**src/rtl/msg_tag_compare.sv**
```systemverilog
// ---------------------------------------------------------------------------
// msg_tag_compare
//
// Streaming, constant-time multi-word comparator. A transaction consumes
// exactly NWORDS words of WIDTH bits. In mode 0 every word must be zero. In
// mode 1 every word must equal the matching in_exp word. There is no early
// exit on a mismatch. A registered verdict and a count of failing words are
// then offered on an output valid/ready handshake.
//
// Ports:
//   clk           rising-edge clock
//   reset         synchronous, active-high reset
//   start         begin a transaction (honoured in IDLE only)
//   mode          0 = zero check, 1 = compare to in_exp (latched on start)
//   in_val/in_rdy input word handshake (in_rdy is high only in SCAN)
//   in_msg        message word
//   in_exp        expected tag word (used only when the latched mode is 1)
//   out_val       result valid (high in DONE)
//   out_rdy       consumer accepts the result
//   out_match     1 when all NWORDS words passed
//   out_mism_cnt  number of failing words
//   busy          high in SCAN or DONE
// ---------------------------------------------------------------------------
module msg_tag_compare #(
    parameter int WIDTH  = 32,
    parameter int NWORDS = 4,
    parameter int CNT_W  = $clog2(NWORDS + 1)
) (
    input  logic             clk,
    input  logic             reset,
    input  logic             start,
    input  logic             mode,
    input  logic             in_val,
    output logic             in_rdy,
    input  logic [WIDTH-1:0] in_msg,
    input  logic [WIDTH-1:0] in_exp,
    output logic             out_val,
    input  logic             out_rdy,
    output logic             out_match,
    output logic [CNT_W-1:0] out_mism_cnt,
    output logic             busy
);

    // The word index needs at least one bit, even when NWORDS is 1.
    localparam int IDX_W = (NWORDS > 1) ? $clog2(NWORDS) : 1;
    localparam logic [IDX_W-1:0] LAST_IDX = IDX_W'(NWORDS - 1);

    typedef enum logic [1:0] {
        IDLE,
        SCAN,
        DONE
    } state_t;

    state_t             state;
    state_t             state_next;
    logic [IDX_W-1:0]   idx;
    logic [WIDTH-1:0]   acc;
    logic [CNT_W-1:0]   cnt;
    logic               mode_q;

    logic               accept;
    logic               last_word;
    logic [WIDTH-1:0]   diff;
    logic [WIDTH-1:0]   acc_next;
    logic [CNT_W-1:0]   cnt_next;

    // Per-word difference and the running accumulator/count values that this
    // word would produce. These are computed for every word, so the timing
    // never depends on the data.
    always_comb begin
        diff      = mode_q ? (in_msg ^ in_exp) : in_msg;
        acc_next  = acc | diff;
        cnt_next  = (|diff) ? cnt + CNT_W'(1) : cnt;
        accept    = (state == SCAN) && in_val;
        last_word = (idx == LAST_IDX);
    end

    // Next-state logic. start is only looked at in IDLE. The final accepted
    // word moves to DONE. The result handshake returns the FSM to IDLE.
    always_comb begin
        state_next = state;
        case (state)
            IDLE: if (start) state_next = SCAN;
            SCAN: if (accept && last_word) state_next = DONE;
            DONE: if (out_rdy) state_next = IDLE;
            default: state_next = IDLE;
        endcase
    end

    // Handshake outputs are decoded straight from the state register. Because
    // of this, out_val is glitch-free and stays stable throughout DONE.
    always_comb begin
        in_rdy  = (state == SCAN);
        out_val = (state == DONE);
        busy    = (state != IDLE);
    end

    // State register
    always_ff @(posedge clk) begin
        if (reset) state <= IDLE;
        else       state <= state_next;
    end

    // Datapath registers. The verdict registers are loaded on the last
    // accepted word, so they are already valid when DONE is entered. After
    // that they hold their value through IDLE until the next result is loaded.
    always_ff @(posedge clk) begin
        if (reset) begin
            idx          <= '0;
            acc          <= '0;
            cnt          <= '0;
            mode_q       <= 1'b0;
            out_match    <= 1'b0;
            out_mism_cnt <= '0;
        end else begin
            case (state)
                IDLE: begin
                    if (start) begin
                        mode_q <= mode;
                        idx    <= '0;
                        acc    <= '0;
                        cnt    <= '0;
                    end
                end
                SCAN: begin
                    if (accept) begin
                        acc <= acc_next;
                        cnt <= cnt_next;
                        idx <= idx + IDX_W'(1);
                        if (last_word) begin
                            out_match    <= (acc_next == '0);
                            out_mism_cnt <= cnt_next;
                        end
                    end
                end
                default: begin
                end
            endcase
        end
    end

endmodule

```
**config.mk**
```make
export PLATFORM = sky130hd
export DESIGN_NAME = msg_tag_compare
export DESIGN_NICKNAME = d
export VERILOG_FILES = /design/src/rtl/msg_tag_compare.sv
export SDC_FILE = /design/constraint.sdc
export NUM_CORES = 1
export LEC_CHECK = 0
export ABC_AREA = 1
export CAP_MARGIN = 20
export CORE_ASPECT_RATIO = 1.2
export CORE_MARGIN = 5
export CORE_UTILIZATION = 40
export DETAILED_ROUTE_END_ITERATION = 12
export HOLD_SLACK_MARGIN = 0.06
export PLACE_DENSITY = 0.73
export SLEW_MARGIN = 10
export SYNTH_ARGS = -nofsm -noshare
export SYNTH_HDL_FRONTEND = slang
export SYNTH_SLANG_ARGS = --single-unit
```
**constraint.sdc**
```tcl
create_clock -name clk -period 2.8 [get_ports clk]
set_input_delay 0.7 -clock clk [delete_from_list [all_inputs] [get_ports clk]]
set_output_delay 0.7 -clock clk [all_outputs]
set_load 0.03 [all_outputs]
```
==> results of run 1 <==
cells in the mapped netlist (2+ instances only):
cell type,number
o21a_1,2
nand3b_1,3
inv_1,57
clkbuf_1,8
dfxtp_1,44
ha_1,2
nor2_2,2
nand3_1,36
buf_6,6
nor3_1,19
a21oi_1,58
nor2_1,27
buf_1,3
nand4_1,4
nand2_1,183
o21ai_0,3
path summary, 6_finish.rpt:
check | from | to | slack, ns | cells after the start
worst max-delay path | state[1]$_SDFFE_PP0P_ | out_val | 0.61 | 3
worst min-delay path | idx[0]$_SDFFE_PP0P_ | idx[0]$_SDFFE_PP0P_ | 0.46 | 1
worst max register to register | mode_q$_SDFFE_PP0P_ | out_mism_cnt[2]$_SDFFE_PP0P_ | 0.77 | 12
worst min register to register | idx[0]$_SDFFE_PP0P_ | idx[0]$_SDFFE_PP0P_ | 0.46 | 1
layer usage:
layer | vias to the layer above | routed length, microns | global-route usage (%)
met5 | - | 0 | 0
met4 | 0 | 131 | 4.99
met3 | 12 | 369 | 3.78
met2 | 69 | 3370 | 31.3
met1 | 1323 | 3150 | 19.6
li1 | 1595 | - | -
area by class of cell:
cell class	instances	area [sq um]	share of cell area, %
inverters	57	214	5.94
clock buffers	6	72.6	2.01
clock inverters	2	35.0	0.972
repair buffers	82	806	22.4
well taps	85	106	2.95
multi-input cells	341	1490	41.3
flip-flops and latches	44	882	24.5
registers in the layout, summed over array words and instances, names as in the netlist:
register / cells
state: 2
acc: 32
out_mism_cnt: 3
cnt: 3
out_match: 1
mode_q: 1
idx: 2
power breakdown:
| group | switching, mW | total (mW) | internal (mW) |
|---|---|---|---|
| Clock | 0.216 | 0.481 | 0.265 |
| Sequential | 0.0141 | 0.661 | 0.647 |
| Combinational | 0.182 | 0.345 | 0.163 |
| Total | 0.412 | 1.49 | 1.07 |
worst max-delay path, stage by stage (launching register included):
cell	delay, ns
dfxtp_1	0.33
inv_1	0.05
nor2_1	0.12
clkdlybuf4s50_1	0.69
cells in the final DEF, fill, tap and decap left out, types with 2 or more instances in the layout:
| cell | n |
|---|---|
| nor2_2 | 3 |
| dfxtp_1 | 43 |
| nand3_1 | 36 |
| o21a_1 | 2 |
| clkdlybuf4s50_1 | 76 |
| o21ai_0 | 3 |
| a21oi_1 | 58 |
| nand2_1 | 183 |
| nand3b_1 | 3 |
| nand4_1 | 4 |
| inv_1 | 57 |
| clkbuf_8 | 5 |
| nor3_1 | 19 |
| ha_1 | 2 |
| buf_4 | 6 |
| nor2_1 | 26 |
through the flow:
| stage | area [sq um] | cells | util (%) |
|---|---|---|---|
| after detailed placement | 3500 | 609 | 53.9 |
| final | 3600 | 617 | 55.6 |
| after CTS | 3600 | 617 | 55.6 |
| after global routing | 3600 | 617 | 55.6 |
| after floorplan | 2690 | 460 | - |
| after global placement | 3500 | 609 | 53.9 |
cell families (layout without fill, tap and decap cells):
group / Yosys count / in the layout
xor gates and xnor gates: 1 / 1
and+or+nand+nor: 274 / 274
adders and majority gates: 2 / 2
DFF: 44 / 44
AOI/OAI and AO/OA: 64 / 64
buffers and inverters: 75 / 147
==> out/results.ini, run 1 <==
[outcome]
status=finished clean

[drt]
post_drt_wl_per_cell_microns=11.4
num_vias=2999
detail_route.vias_per_cell=4.86
drtAntennaViolNets=0
drtPass1Iterations=6
wirelength_mm=7.01
drcViolationCount=0
first_iter_violations=132

[grt]
antenna_found_initial=0
grt_usage_pct=17.0
grt_pass1_vias=2901
gr-total-overflow=0
grt_pass1_wl_mm=12.1
grt_start_max_net_pins=39

[cts]
clock_latency_ns=0.30
cts_htree_levels=2
path_clk_slew_ns=0.08
cts_buffer_depth=2
cts_tree=yes
cts-resized-gates=0
cts_made_buffers=5
post-cts-setup-buffers=0
cts.sinks=44
ctsHoldBuffers=0
root_buffer=clkbuf_8

[timing]
slew_viol_final=0
skew_ns=0.00827
fmax_ghz=0.456
relSlewSlack_pct=65.3
hold_ws_ns=0.463
worstMarginPinSlew_ns=0.519
rsz0062_at_grt=false
layout_min_cycle_time_ns=2.19
hold_viol=0
setup_viol=0
setup_ws_ns=0.607
fin_setup_tns_ns=0
layout_worst_path_cycle_share_pct=78.3

[yosys]
ys_seq_area_share_pct=32.7
synth.distinct_cells=19
yosys_most_used_dff=dfxtp_1
async_flop_share_pct=0
yosys_warnings=0
synth_fp_nets=532
ys_ff_latch=44
synth_compound_area_share_pct=12.2
synth_adder_area_share_pct=0.929
netlist.area_leader.share_pct=32.7
synthMuxAreaShare_pct=0
post_synth.cell_area_avg_sq_um=5.86
synthTopCellsByArea=dfxtp_1 33%, nand2_1 25%, a21oi_1 11%
yosys.area.top_type=dfxtp_1
yosys.area_share.simple_pct=41.7
syn_inst=460
netlist_area_sq_um=2690
synth_edf_count=0
synth_top_family_by_area=simple AND/OR/NAND/NOR gates
synth_xor_area_share_pct=0.325

[critical_path]
start_kind=flip-flop
critPathMaxFanout=2
worstPathArrival_ns=1.49
end_kind=output port
critical_path_required_ns=2.10
critPathKind=reg -> out

[min_path]
hold_path_class=reg -> reg

[placed_design]
dp_slack_ns=0.428
dpl.hpwl_mm=5.41
place_congestion=0.801
port_buffers=76

[job]
drv_cap=0

[finish]
drive_above_1_share_pct=3.20
nets=603
nFillCells=676
insertedDiodeCount=0
areaGrowthSynthToFinish_pct=33.8

[pwr]
ir_drop_mv=0.256
p_leak_nw=1.62
power_mw=1.49
p_per_area_nw_per_um2=412

[floorplan]
dieArea_sq_um=8480
core_area_sq_um=6490
start_util_pct=41.5
die_y_microns=99.9
die_x_microns=84.9
ios=77
num_rows=32

Note: power is estimated with default switching activity, not from simulation.
==> run 2, diff against run 1 <==
==> constraint.sdc (replaced) <==
create_clock -name clk -period 2.2 [get_ports clk]
set_input_delay 0.55 -clock clk [delete_from_list [all_inputs] [get_ports clk]]
set_output_delay 0.55 -clock clk [all_outputs]
set_load 0.03 [all_outputs]
==> out/results.ini, run 2 (synthesis gave the netlist of run 1 again) <==
[floorplan]
dieArea_sq_um=8480
num_rows=32
core_area_sq_um=6490
die_y_microns=99.9
start_util_pct=41.5
ios=77
die_x_microns=84.9

[critical_path]
critPathKind=reg -> out
worstPathArrival_ns=1.49
end_kind=output port
critPathMaxFanout=2
worstReg2RegEnd=out_mism_cnt[2]$_SDFFE_PP0P_
r2r_cells=12
rrSetupSlack_ns=0.33
critical_path_required_ns=1.65
r2r-start=mode_q$_SDFFE_PP0P_
start_kind=flip-flop

[timing]
fin_setup_tns_ns=0
worstMarginPinSlew_ns=0.342
setup_ws_ns=0.157
rsz0062_at_grt=false
hold_ws_ns=0.467
layout_min_cycle_time_ns=2.04
slew_viol_final=0
hold_viol=0
setup_viol=0
fmax_ghz=0.490
skew_ns=0.00812
layout_worst_path_cycle_share_pct=92.9
relSlewSlack_pct=77.1

[pwr]
swShare_pct=29.7
seqPwrFrac_pct=46.8
p_per_area_nw_per_um2=495
comb_power_share_pct=25.0
p_int_mw=1.26
p_leak_nw=1.63
netSwitchingPower_mw=0.531
pwr-share-clk_pct=28.1
ir_drop_mv=0.310

[cts]
cts_tree=yes
ctsHoldBuffers=0
cts-resized-gates=0
cts.sinks=44
cts_htree_levels=2
root_buffer=clkbuf_8
path_clk_slew_ns=0.09
cts_buffer_depth=2
cts_made_buffers=5
clock_latency_ns=0.30
post-cts-setup-buffers=0

[drt]
num_vias=2924
detail_route.vias_per_cell=4.71
drtAntennaViolNets=0
wirelength_mm=7.11
post_drt_wl_per_cell_microns=11.4
first_iter_violations=106
drtPass1Iterations=4
drcViolationCount=0

[placed_design]
place_congestion=0.775
dp_slack_ns=-0.0514
dpl.hpwl_mm=5.59
port_buffers=76

[finish]
drive_above_1_share_pct=4.10
insertedDiodeCount=0
final_cell_mix=183 x nand2_1, 76 x clkdlybuf4s50_1, 58 x a21oi_1
nets=607
mostFrequentLayoutCell=nand2_1
areaGrowthSynthToFinish_pct=34.1
largest_register_ff_count=32
largest_register=acc
largestRegisters=acc (32), cnt (3), out_mism_cnt (3)

[outcome]
status=finished clean

[grt]
grt_start_max_net_pins=36
antenna_found_initial=0
grt_usage_pct=17.2
grt_pass1_wl_mm=12.0
gr-total-overflow=0
grt_pass1_vias=2814

[min_path]
whs_endpoint=acc[13]$_SDFFE_PP0P_
hold_path_class=reg -> reg
whs_path_depth=2
worstHoldStart=acc[13]$_SDFFE_PP0P_

[job]
drv_cap=0

==> run 2: power by group through the flow <==
stage / Sequential (mW) / Clock (mW) / Combinational, mW
floorplan: 0.853 / 0 / 0.257
global placement: 0.855 / 0 / 0.440
detailed placement: 0.856 / 0 / 0.449
CTS: 0.837 / 0.515 / 0.451
global route: 0.840 / 0.543 / 0.510
finish: 0.837 / 0.503 / 0.448
==> run 2: metrics by stage <==
step / util (%) / power, mW / cell area [sq um] / std cells
floorplan: - / 1.11 / 2690 / 460
global placement: 54.4 / 1.29 / 3530 / 613
detailed placement: 54.4 / 1.30 / 3530 / 613
CTS: 55.7 / 1.80 / 3610 / 621
global route: 55.7 / 1.89 / 3610 / 621
finish: 55.7 / 1.79 / 3610 / 621
==> run 2: metal layers <==
| layer | up-vias | routed length (microns) | GRT usage [%] |
|---|---|---|---|
| met2 | 58 | 3480 | 31.3 |
| met1 | 1265 | 3170 | 20.4 |
| li1 | 1594 | - | - |
| met4 | 0 | 91 | 4.51 |
| met3 | 7 | 359 | 3.86 |
| met5 | - | 0 | 0 |
==> run 2: how the worst max path moves through the flow <==
stage,to,from,slack [ns],depth (start not counted)
2_1_floorplan,acc[11]$_SDFFE_PP0P_,in_val,0.67,6
3_3_place_gp,out_mism_cnt[2]$_SDFFE_PP0P_,in_msg[4],0.03,12
3_5_place_dp,out_mism_cnt[2]$_SDFFE_PP0P_,in_exp[4],-0.05,12
4_1_cts,in_rdy,state[1]$_SDFFE_PP0P_,0.14,4
5_1_grt,out_mism_cnt[2]$_SDFFE_PP0P_,in_exp[28],0.05,12
6_report,in_rdy,state[1]$_SDFFE_PP0P_,0.16,4
==> run 2: layout make-up <==
type | count | area, sq um
sequential | 44 | 882
tap | 85 | 106
inverter | 57 | 214
timing repair buffer | 86 | 836
clock buffer | 5 | 68.8
multi-input combinational | 341 | 1490
fill | 673 | 2870
clock inverter | 3 | 18.8
==> run 2: worst max-delay path: stages, from the launching register on <==
cell	delay, ns
dfxtp_1	0.32
inv_1	0.06
nand2_1	0.07
inv_1	0.08
clkdlybuf4s50_1	0.67
